<file path="config.mk">
export PLATFORM = sky130hd
export DESIGN_NAME = multicycle_controller
export DESIGN_NICKNAME = d
export VERILOG_FILES = /design/src/rtl/mc_ctrl_pkg.sv /design/src/rtl/mc_main_fsm.sv /design/src/rtl/multicycle_controller.sv
export SDC_FILE = /design/constraint.sdc
export NUM_CORES = 1
export LEC_CHECK = 0
export ABC_AREA = 1
export BUFFER_PORTS_ARGS = -buffer_cell sky130_fd_sc_hd__buf_2
export CAP_MARGIN = 30
export CORE_ASPECT_RATIO = 0.6
export CORE_MARGIN = 2
export CORE_UTILIZATION = 40
export CTS_BUF_LIST = sky130_fd_sc_hd__clkbuf_8
export CTS_CLUSTER_DIAMETER = 150
export DETAILED_ROUTE_END_ITERATION = 8
export GPL_TIMING_DRIVEN = 0
export PLACE_DENSITY = 0.74
export SYNTH_ARGS = -nofsm -noshare
export SYNTH_HDL_FRONTEND = slang
export SYNTH_SLANG_ARGS = --single-unit
export TNS_END_PERCENT = 10
</file>
<file path="constraint.sdc">
create_clock -name clk -period 1.6 [get_ports clk]
set_input_delay 0.24 -clock clk [delete_from_list [all_inputs] [get_ports clk]]
set_output_delay 0.24 -clock clk [all_outputs]
set_load 0.05 [all_outputs]
</file>
<file path="src/rtl/mc_ctrl_pkg.sv">
// Shared definitions for the multicycle RV32I control unit.
// Holds the main-FSM state encoding, opcode constants, ALU/immediate codes,
// the per-state control word, and the helper functions used by the FSM and
// the top-level decoders.
package mc_ctrl_pkg;

   typedef enum logic [3:0] {
      S_FETCH    = 4'd0,
      S_DECODE   = 4'd1,
      S_MEMADR   = 4'd2,
      S_MEMREAD  = 4'd3,
      S_MEMWB    = 4'd4,
      S_MEMWRITE = 4'd5,
      S_EXECR    = 4'd6,
      S_ALUWB    = 4'd7,
      S_EXECI    = 4'd8,
      S_JAL      = 4'd9,
      S_BEQ      = 4'd10
   } state_t;

   localparam logic [6:0] OP_LW     = 7'b0000011;
   localparam logic [6:0] OP_SW     = 7'b0100011;
   localparam logic [6:0] OP_R      = 7'b0110011;
   localparam logic [6:0] OP_I      = 7'b0010011;
   localparam logic [6:0] OP_JAL    = 7'b1101111;
   localparam logic [6:0] OP_BRANCH = 7'b1100011;

   localparam logic [2:0] ALU_ADD = 3'b000;
   localparam logic [2:0] ALU_SUB = 3'b001;
   localparam logic [2:0] ALU_AND = 3'b010;
   localparam logic [2:0] ALU_OR  = 3'b011;
   localparam logic [2:0] ALU_SLT = 3'b101;

   localparam logic [1:0] IMM_I = 2'b00;
   localparam logic [1:0] IMM_S = 2'b01;
   localparam logic [1:0] IMM_B = 2'b10;
   localparam logic [1:0] IMM_J = 2'b11;

   localparam logic [1:0] ALUOP_ADD  = 2'b00;
   localparam logic [1:0] ALUOP_SUB  = 2'b01;
   localparam logic [1:0] ALUOP_FUNC = 2'b10;

   typedef struct packed {
      logic       pcupdate;
      logic       branch;
      logic       adrsrc;
      logic       memwrite;
      logic       irwrite;
      logic [1:0] resultsrc;
      logic [1:0] alusrca;
      logic [1:0] alusrcb;
      logic       regwrite;
      logic [1:0] aluop;
   } ctrl_t;

   localparam int CTRL_W = $bits(ctrl_t);

   // Only beq is a branch unless bne decoding is enabled.
   function automatic logic op_legal(input logic [6:0] op, input logic [2:0] funct3,
                                     input logic en_bne);
      logic ok;
      ok = (op == OP_LW) || (op == OP_SW) || (op == OP_R) || (op == OP_I) || (op == OP_JAL);
      if (op == OP_BRANCH)
         ok = (funct3 == 3'b000) || (en_bne && (funct3 == 3'b001));
      return ok;
   endfunction

   function automatic state_t next_state(input state_t s, input logic [6:0] op,
                                         input logic [2:0] funct3, input logic en_bne);
      state_t n;
      n = S_FETCH;
      case (s)
         S_FETCH:    n = S_DECODE;
         S_DECODE: begin
            if (!op_legal(op, funct3, en_bne)) n = S_FETCH;
            else if (op == OP_LW || op == OP_SW) n = S_MEMADR;
            else if (op == OP_R)                 n = S_EXECR;
            else if (op == OP_I)                 n = S_EXECI;
            else if (op == OP_JAL)               n = S_JAL;
            else                                 n = S_BEQ;
         end
         S_MEMADR:   n = (op == OP_LW) ? S_MEMREAD : S_MEMWRITE;
         S_MEMREAD:  n = S_MEMWB;
         S_EXECR:    n = S_ALUWB;
         S_EXECI:    n = S_ALUWB;
         S_JAL:      n = S_ALUWB;
         default:    n = S_FETCH;
      endcase
      return n;
   endfunction

   function automatic ctrl_t state_ctrl(input state_t s);
      ctrl_t c;
      c = '0;
      case (s)
         S_FETCH: begin
            c.irwrite = 1'b1; c.alusrcb = 2'b10; c.resultsrc = 2'b10; c.pcupdate = 1'b1;
         end
         S_DECODE:   begin c.alusrca = 2'b01; c.alusrcb = 2'b01; end
         S_MEMADR:   begin c.alusrca = 2'b10; c.alusrcb = 2'b01; end
         S_MEMREAD:  c.adrsrc = 1'b1;
         S_MEMWB:    begin c.resultsrc = 2'b01; c.regwrite = 1'b1; end
         S_MEMWRITE: begin c.adrsrc = 1'b1; c.memwrite = 1'b1; end
         S_EXECR:    begin c.alusrca = 2'b10; c.aluop = ALUOP_FUNC; end
         S_ALUWB:    c.regwrite = 1'b1;
         S_EXECI:    begin c.alusrca = 2'b10; c.alusrcb = 2'b01; c.aluop = ALUOP_FUNC; end
         S_JAL:      begin c.alusrca = 2'b01; c.alusrcb = 2'b10; c.pcupdate = 1'b1; end
         S_BEQ:      begin c.alusrca = 2'b10; c.aluop = ALUOP_SUB; c.branch = 1'b1; end
         default:    c = '0;
      endcase
      return c;
   endfunction

endpackage

</file>
<file path="src/rtl/mc_main_fsm.sv">
// Main sequencing FSM of the multicycle controller.
// The control word is registered together with the state: on every edge both
// are loaded from the next state, so ctrl always matches state.
//   state    | meaning
//   FETCH    | read instr at PC, IR<=mem, PC<=PC+4
//   DECODE   | read regs, ALUOut<=OldPC+imm (branch/jal target)
//   MEMADR   | ALUOut<=RD1+imm
//   MEMREAD  | read data memory at ALUOut
//   MEMWB    | rd<=Data
//   MEMWRITE | write data memory at ALUOut
//   EXECR    | ALUOut<=RD1 op RD2
//   ALUWB    | rd<=ALUOut
//   EXECI    | ALUOut<=RD1 op imm
//   JAL      | PC<=target, ALUOut<=OldPC+4
//   BEQ      | compare, PC<=target when taken
// Ports: clk, reset (sync, active low), op, funct3 -> state, ctrl (packed ctrl_t).
import mc_ctrl_pkg::*;

module mc_main_fsm #(
   parameter bit EN_BNE = 1'b0
) (
   input  logic              clk,
   input  logic              reset,
   input  logic [6:0]        op,
   input  logic [2:0]        funct3,
   output logic [3:0]        state,
   output logic [CTRL_W-1:0] ctrl
);

   state_t cur;

   always_ff @(posedge clk) begin
      if (!reset) begin
         cur  <= S_FETCH;
         ctrl <= state_ctrl(S_FETCH);
      end else begin
         cur  <= next_state(cur, op, funct3, EN_BNE);
         ctrl <= state_ctrl(next_state(cur, op, funct3, EN_BNE));
      end
   end

   assign state = cur;

endmodule

</file>
<file path="src/rtl/multicycle_controller.sv">
// Control unit for the multicycle RV32I core.
// Wraps the main FSM and adds the combinational ALU-control and immediate
// decoders plus the branch/PC-write logic.
// Inputs:  clk, reset (sync, active low), op, funct3, funct7b5, Zero
// Outputs: PCWrite, AdrSrc, MemWrite, IRWrite, ResultSrc, ALUSrcA, ALUSrcB,
//          RegWrite, ImmSrc, ALUControl, illegal, fsm_state
import mc_ctrl_pkg::*;

module multicycle_controller #(
   parameter int unsigned ALUCTRL_W = 3,
   parameter bit          EN_BNE    = 1'b0
) (
   input  logic                 clk,
   input  logic                 reset,
   input  logic [6:0]           op,
   input  logic [2:0]           funct3,
   input  logic                 funct7b5,
   input  logic                 Zero,
   output logic                 PCWrite,
   output logic                 AdrSrc,
   output logic                 MemWrite,
   output logic                 IRWrite,
   output logic [1:0]           ResultSrc,
   output logic [1:0]           ALUSrcA,
   output logic [1:0]           ALUSrcB,
   output logic                 RegWrite,
   output logic [1:0]           ImmSrc,
   output logic [ALUCTRL_W-1:0] ALUControl,
   output logic                 illegal,
   output logic [3:0]           fsm_state
);

   logic [CTRL_W-1:0] ctrl_bits;
   ctrl_t             c;
   logic              bne_sel;
   logic [2:0]        alu_code;

   mc_main_fsm #(.EN_BNE(EN_BNE)) u_fsm (
      .clk    (clk),
      .reset  (reset),
      .op     (op),
      .funct3 (funct3),
      .state  (fsm_state),
      .ctrl   (ctrl_bits)
   );

   assign c = ctrl_t'(ctrl_bits);

   // bne inverts the sense of Zero; only reachable when bne decoding is on.
   assign bne_sel = EN_BNE && (funct3 == 3'b001);

   // Write strobes are masked while reset is held so an aborted instruction
   // cannot disturb architectural state.
   assign PCWrite   = reset & (c.pcupdate | (c.branch & (Zero ^ bne_sel)));
   assign IRWrite   = reset & c.irwrite;
   assign MemWrite  = reset & c.memwrite;
   assign RegWrite  = reset & c.regwrite;
   assign AdrSrc    = c.adrsrc;
   assign ResultSrc = c.resultsrc;
   assign ALUSrcA   = c.alusrca;
   assign ALUSrcB   = c.alusrcb;

   assign illegal = reset && (fsm_state == S_DECODE) && !op_legal(op, funct3, EN_BNE);

   always_comb begin
      alu_code = ALU_ADD;
      case (c.aluop)
         ALUOP_SUB: alu_code = ALU_SUB;
         ALUOP_FUNC: begin
            case (funct3)
               3'b000:  alu_code = ({op[5], funct7b5} == 2'b11) ? ALU_SUB : ALU_ADD;
               3'b010:  alu_code = ALU_SLT;
               3'b110:  alu_code = ALU_OR;
               3'b111:  alu_code = ALU_AND;
               default: alu_code = ALU_ADD;
            endcase
         end
         default: alu_code = ALU_ADD;
      endcase
   end

   assign ALUControl = ALUCTRL_W'(alu_code);

   always_comb begin
      ImmSrc = IMM_I;
      case (op)
         OP_SW:     ImmSrc = IMM_S;
         OP_BRANCH: ImmSrc = IMM_B;
         OP_JAL:    ImmSrc = IMM_J;
         default:   ImmSrc = IMM_I;
      endcase
   end

endmodule

</file>
==> results.yml, run 1 <==
layout:
  fill_cells: 250
  drive_gt1_share_pct: 37.89
  nNetsFinal: 207
  final_common_cell: "nand2_1"
  mostFrequentLayoutCells: "nand2_1 (32), buf_2 (31), inv_1 (27)"
  insertedDiodeCount: 0
  layout.cells.non_filler: 222
  areaGrowthSynthToFinish_pct: 31.01
timing:
  final.setup.worst_slack_ps: 87.66
  period_needed_ps: 1512
  slew_violations: 0
  rsz0062_at_grt: "true"
  finalHoldViolCount: 0
  timing.final.crit_share_pct: 94.52
  setup_tns_ps: 0
  relSlewSlack_pct: 65.14
  timing.hold.ws_ps: 264.8
  max_freq_mhz: 661.2
  setup_viol: 0
  worst_pin_slew_ps: 523.0
  fin_skew_ps: 3.941
cts:
  cts_tree: "yes"
  clk_pin_slew_ps: 60
  htreeDepth: 1
  clock_path_buffers: 2
  clk_latency_ps: 240
  clock_sinks: 16
  cts-root-buf: "clkbuf_8"
  ctsHoldBuffers: 0
  cts_inserted_buffers: 3
power_and_ir_drop:
  power.total_mw: 1.241
  pwr-share-seq_pct: 36.9
  p_leak_nw: 0.7607
  p_clk_share_pct: 27.8
  vdd_ir_drop_max_mv: 0.5543
  swShare_pct: 36.52
  pwr-share-comb_pct: 35.3
  p_switching_uw: 453.4
  power_per_cell_area_nw_per_um2: 924.6
  intPower_uw: 787.9
critical_path:
  path_max_fanout: 2
  worst_ep_required_time_ps: 1360
  arrival_ps: 1270
  crit_type: "register to output pin"
  critPathCaptureType: "output pin"
  worst_setup_path_start_kind: "register"
synthesis:
  yosysWarnings: 0
  synth_cells: 152
  synth_cell_types: 23
  yosys.area.top_type: "dfxtp_1"
  synth_seq_cells: 16
  seq_area_frac_synth_pct: 31.26
  synthTopCellsByArea: "dfxtp_1 (31%), nand2_1 (12%), inv_1 (9.9%)"
  synth_fp_nets: 168
  syn_area_um2: 1025
  syn_avg_cell_area_um2: 6.742
  yosysTopAreaCellShare_pct: 31.26
die:
  ios: 35
  die_x_um: 69.35
  dieHeight_um: 43.21
  num_rows: 14
  core-area_um2: 2470
  dieArea_um2: 2996
  initial_utilization_pct: 41.49
placement:
  gp_congestion: 0.8466
  portBuffers: 33
  dp_cells: 217
  dp_worst_setup_slack_ps: 54.44
  dp_hpwl_um: 1706
detailed_routing:
  drt-initial-drc-count: 21
  wl_um: 2142
  drt-wirelength-per-cell_um: 9.649
  num_vias: 993
  vias_per_cell: 4.473
  drc: 0
  drtAntennaViolNets: 0
  first_pass_iters: 4
global_routing:
  grt_pass1_wl_um: 3622
  grt_max_degree: 11
  grt-ovfl-total: 0
  antenna_found_initial: 0
  grt_usage_pct: 15.19
  grt_pass1_vias: 806
outcome:
  status: "finished clean"
min_path:
  hold_path.class: "input pin to register"
job:
  cap_violations: 0
## repair_timing
| item | 4_1_cts | 5_1_grt |
|---|---|---|
| setup endpoints to repair | 2 | 9 |
| buffers inserted | 1 | 0 |
| resized for setup | 4 | 6 |
| pin swaps | 0 | 2 |
## area by class of cell
cell class / instances / area [um^2] / area share [%]
inverter: 28 / 105.1 / 7.829
multi-input combinational: 100 / 578.1 / 43.06
buffer: 8 / 53.80 / 4.007
sequential: 16 / 322.8 / 24.04
clock buffer: 4 / 55.05 / 4.101
tap: 32 / 40.04 / 2.982
timing repair buffer: 34 / 187.7 / 13.98
## layer usage
layer	GRT usage, %	share of wire, %	vias up
li1	-	-	538
met1	23.27	55	422
met2	20.96	38	31
met3	4.513	6.2	2
met4	2.353	0.19	0
met5	0	0	-
## synthesized netlist by cell type, drive strengths merged
master,number
buf,7
nor4,1
nor3,4
nand4,3
dfxtp,16
o211ai,1
a21oi,3
nand2,38
inv,28
nand3,17
ha,2
o21ai,3
nor2,27
nand3b,1
clkbuf,1
## sequential cells by signal, summed over array words and instances (netlist names)
register     flops
u_fsm.ctrl      12
u_fsm.state      4
## critical path, stage by stage, from the launching register on
cell     delay (ps)
dfxtp_2         320
inv_1            90
ha_4            140
inv_1            60
nor4_4          220
buf_6           190
## kinds of logic (layout without fill, tap and decap cells)
group / Yosys count / in the layout / share of synthesized area, %
AOI/OAI and AO/OA: 7 / 7 / 3.662
buffers and inverters: 36 / 74 / 15.51
DFF: 16 / 16 / 31.26
and+or+nand+nor: 91 / 91 / 47.13
adders and majority gates: 2 / 2 / 2.442
## power by group through the flow
stage	Combinational (mW)	Sequential, mW	Clock [mW]
after floorplan	0.319	0.491	0
after global placement	0.431	0.466	0
after detailed placement	0.432	0.466	0
after CTS	0.434	0.458	0.352
after global routing	0.473	0.462	0.369
final	0.439	0.458	0.345
## worst paths after layout
kind	start	slack [ps]	to	depth (start not counted)
setup reg to reg	u_fsm.state[1]	140	u_fsm.ctrl[4]	11
setup / recovery	u_fsm.ctrl[0]	90	ALUControl[2]	5
hold reg to reg	u_fsm.state[1]	670	u_fsm.ctrl[2]	5
hold / removal	reset	260	u_fsm.ctrl[9]	2
## per-stage QoR
step / utilization, % / cell area, um^2
final: 54.36 / 1343
after global routing: 54.36 / 1343
after CTS: 53.75 / 1328
after detailed placement: 50.41 / 1245
after global placement: 50.41 / 1245
after floorplan: - / 1040
Power figures use the tool's default switching activity.
==> run 2, diff against run 1 <==
--- a/config.mk
+++ b/config.mk
@@ -16,6 +16,7 @@
 export DETAILED_ROUTE_END_ITERATION = 8
 export GPL_TIMING_DRIVEN = 0
 export PLACE_DENSITY = 0.74
+export RECOVER_POWER = 100
 export SYNTH_ARGS = -nofsm -noshare
 export SYNTH_HDL_FRONTEND = slang
 export SYNTH_SLANG_ARGS = --single-unit
==> run 2 against run 1 <==
  * Cell count unchanged
  * Final area down 1.2%
  * Maximum frequency about the same
  * Combinational power down 2%
  * Register-to-register slack about the same
  * Largest power group unchanged
  * Highest routed layer unchanged
==> results.yml, run 2 (synthesized netlist as in run 1, its figures left out) <==
global_routing:
  grt_max_degree: 11
  grt_pass1_vias: 806
  grt_usage_pct: 15.19
  grt_use_met1_pct: 23.27
  use_met3_pct: 4.513
  grt.busiest_layer: "met1"
  antenna_found_initial: 0
  grt_pass1_wl_um: 3622
  grt-ovfl-total: 0
  met2_usage_pct: 20.96
die:
  core-area_um2: 2470
  dieArea_um2: 2996
  ios: 35
  die_x_um: 69.35
  num_rows: 14
  dieHeight_um: 43.21
  initial_utilization_pct: 41.49
timing:
  fin_skew_ps: 4.410
  timing.final.crit_share_pct: 94.48
  period_needed_ps: 1512
  rsz0062_at_grt: "true"
  max_freq_mhz: 661.5
  finalHoldViolCount: 0
  setup_viol: 0
  slew_violations: 0
  relSlewSlack_pct: 59.71
  final.setup.worst_slack_ps: 88.26
  worst_pin_slew_ps: 606.9
placement:
  portBuffers: 33
  gp_congestion: 0.8466
  dp_hpwl_um: 1706
  dp_worst_setup_slack_ps: 54.44
  dp_cells: 217
  place_area_um2: 1245
critical_path:
  crit_type: "register to output pin"
  cp_common_cell: "inv_1"
  worst_ep_required_time_ps: 1360
  cpMaxStageDelayCell: "dfxtp_2"
  arrival_ps: 1270
  critPathMaxStageDelay_ps: 320
  worst_setup_path_start_kind: "register"
  cp_cell_sequence: "inv_1, ha_4, inv_1, nor4_4, buf_6"
  critPathCaptureType: "output pin"
  path_max_fanout: 2
  crit_buf_inv: 3
  crit_family: "buffers and inverters"
layout:
  nNetsFinal: 207
  mostFrequentLayoutCells: "nand2_1 (32), inv_1 (27), nor2_1 (21)"
  top_register: "u_fsm.ctrl"
  final_area_um2: 1326
  final_util_pct: 53.70
  final_common_cell: "nand2_1"
  areaGrowthSynthToFinish_pct: 29.43
  insertedDiodeCount: 0
  drive_gt1_share_pct: 31.58
  layout.cells.non_filler: 222
  largest_reg_flops: 12
cts:
  cts_inserted_buffers: 3
  ctsHoldBuffers: 0
  cts_tree: "yes"
  cts-root-buf: "clkbuf_8"
  clk_latency_ps: 240
  htreeDepth: 1
  clock_path_buffers: 2
  clock_sinks: 16
  clk_pin_slew_ps: 60
detailed_routing:
  vias_per_cell: 4.468
  num_vias: 992
  drtAntennaViolNets: 0
  wl_um: 2146
  drt-initial-drc-count: 24
  drc: 0
  drt-wirelength-per-cell_um: 9.667
  first_pass_iters: 4
power_and_ir_drop:
  p_leak_nw: 0.7178
  vdd_ir_drop_max_mv: 0.5547
  power_per_cell_area_nw_per_um2: 930.2
min_path:
  hold_path.class: "input pin to register"
job:
  cap_violations: 0
outcome:
  status: "finished clean"
[run 2: cell types whose count changed in the layout (fill, tap and decap cells not counted), sizes merged]
cell | before | now
clkbuf | 6 | 20
buf | 40 | 26
[run 2: layer usage]
metal | vias to the layer above | share of wire [%] | wire (um)
li1 | 537 | - | -
met1 | 420 | 55 | 1178
met2 | 33 | 38 | 825
met3 | 2 | 6.4 | 138
met4 | 0 | 0.19 | 4
met5 | - | 0 | 0
[run 2: path summary, 6_finish.rpt]
check                 start       endpoint  slack, ps  depth (start not counted)
max           u_fsm.ctrl[0]  ALUControl[2]         90                          5
max reg2reg  u_fsm.state[1]  u_fsm.ctrl[4]        140                         11
min                   reset  u_fsm.ctrl[9]        260                          2
min reg2reg  u_fsm.state[1]  u_fsm.ctrl[2]        670                          5
[run 2: area by class of cell]
cell class,instances,area (um^2)
multi-input cells,100,575.6
fillers,258,1144
inverters,28,105.1
flip-flops and latches,16,322.8
clock buffers,4,55.05
repair buffers,34,173.9
well taps,32,40.04
plain buffers,8,53.80
[run 2: timing repair]
action / 4_1_cts / 5_1_grt
endpoints found under the setup margin: 2 / 9
resized for setup: 4 / 6
cloned: 0 / 0
hold endpoints to repair: 0 / 0
pin swaps: 0 / 2
buffers inserted: 1 / 0
[run 2: where the power goes]
group          leakage, nW  internal, mW  switching, mW
Clock               0.0288         0.218          0.126
Sequential           0.132         0.437         0.0208
Combinational        0.557         0.125          0.308
Total                0.718         0.780          0.454
[run 2: metrics by stage]
| stage | setup TNS, ps | hold WS, ps | total power [mW] |
|---|---|---|---|
| 6_report | 0 | 263.2 | 1.234 |
| 5_1_grt | -69.69 | 267.1 | 1.296 |
| 4_1_cts | 0 | 252.4 | 1.244 |
| 3_5_place_dp | 0 | 505.8 | 0.8979 |
| 3_3_place_gp | 0 | 506.1 | 0.8964 |
| 2_1_floorplan | -1151 | 471.8 | 0.8104 |
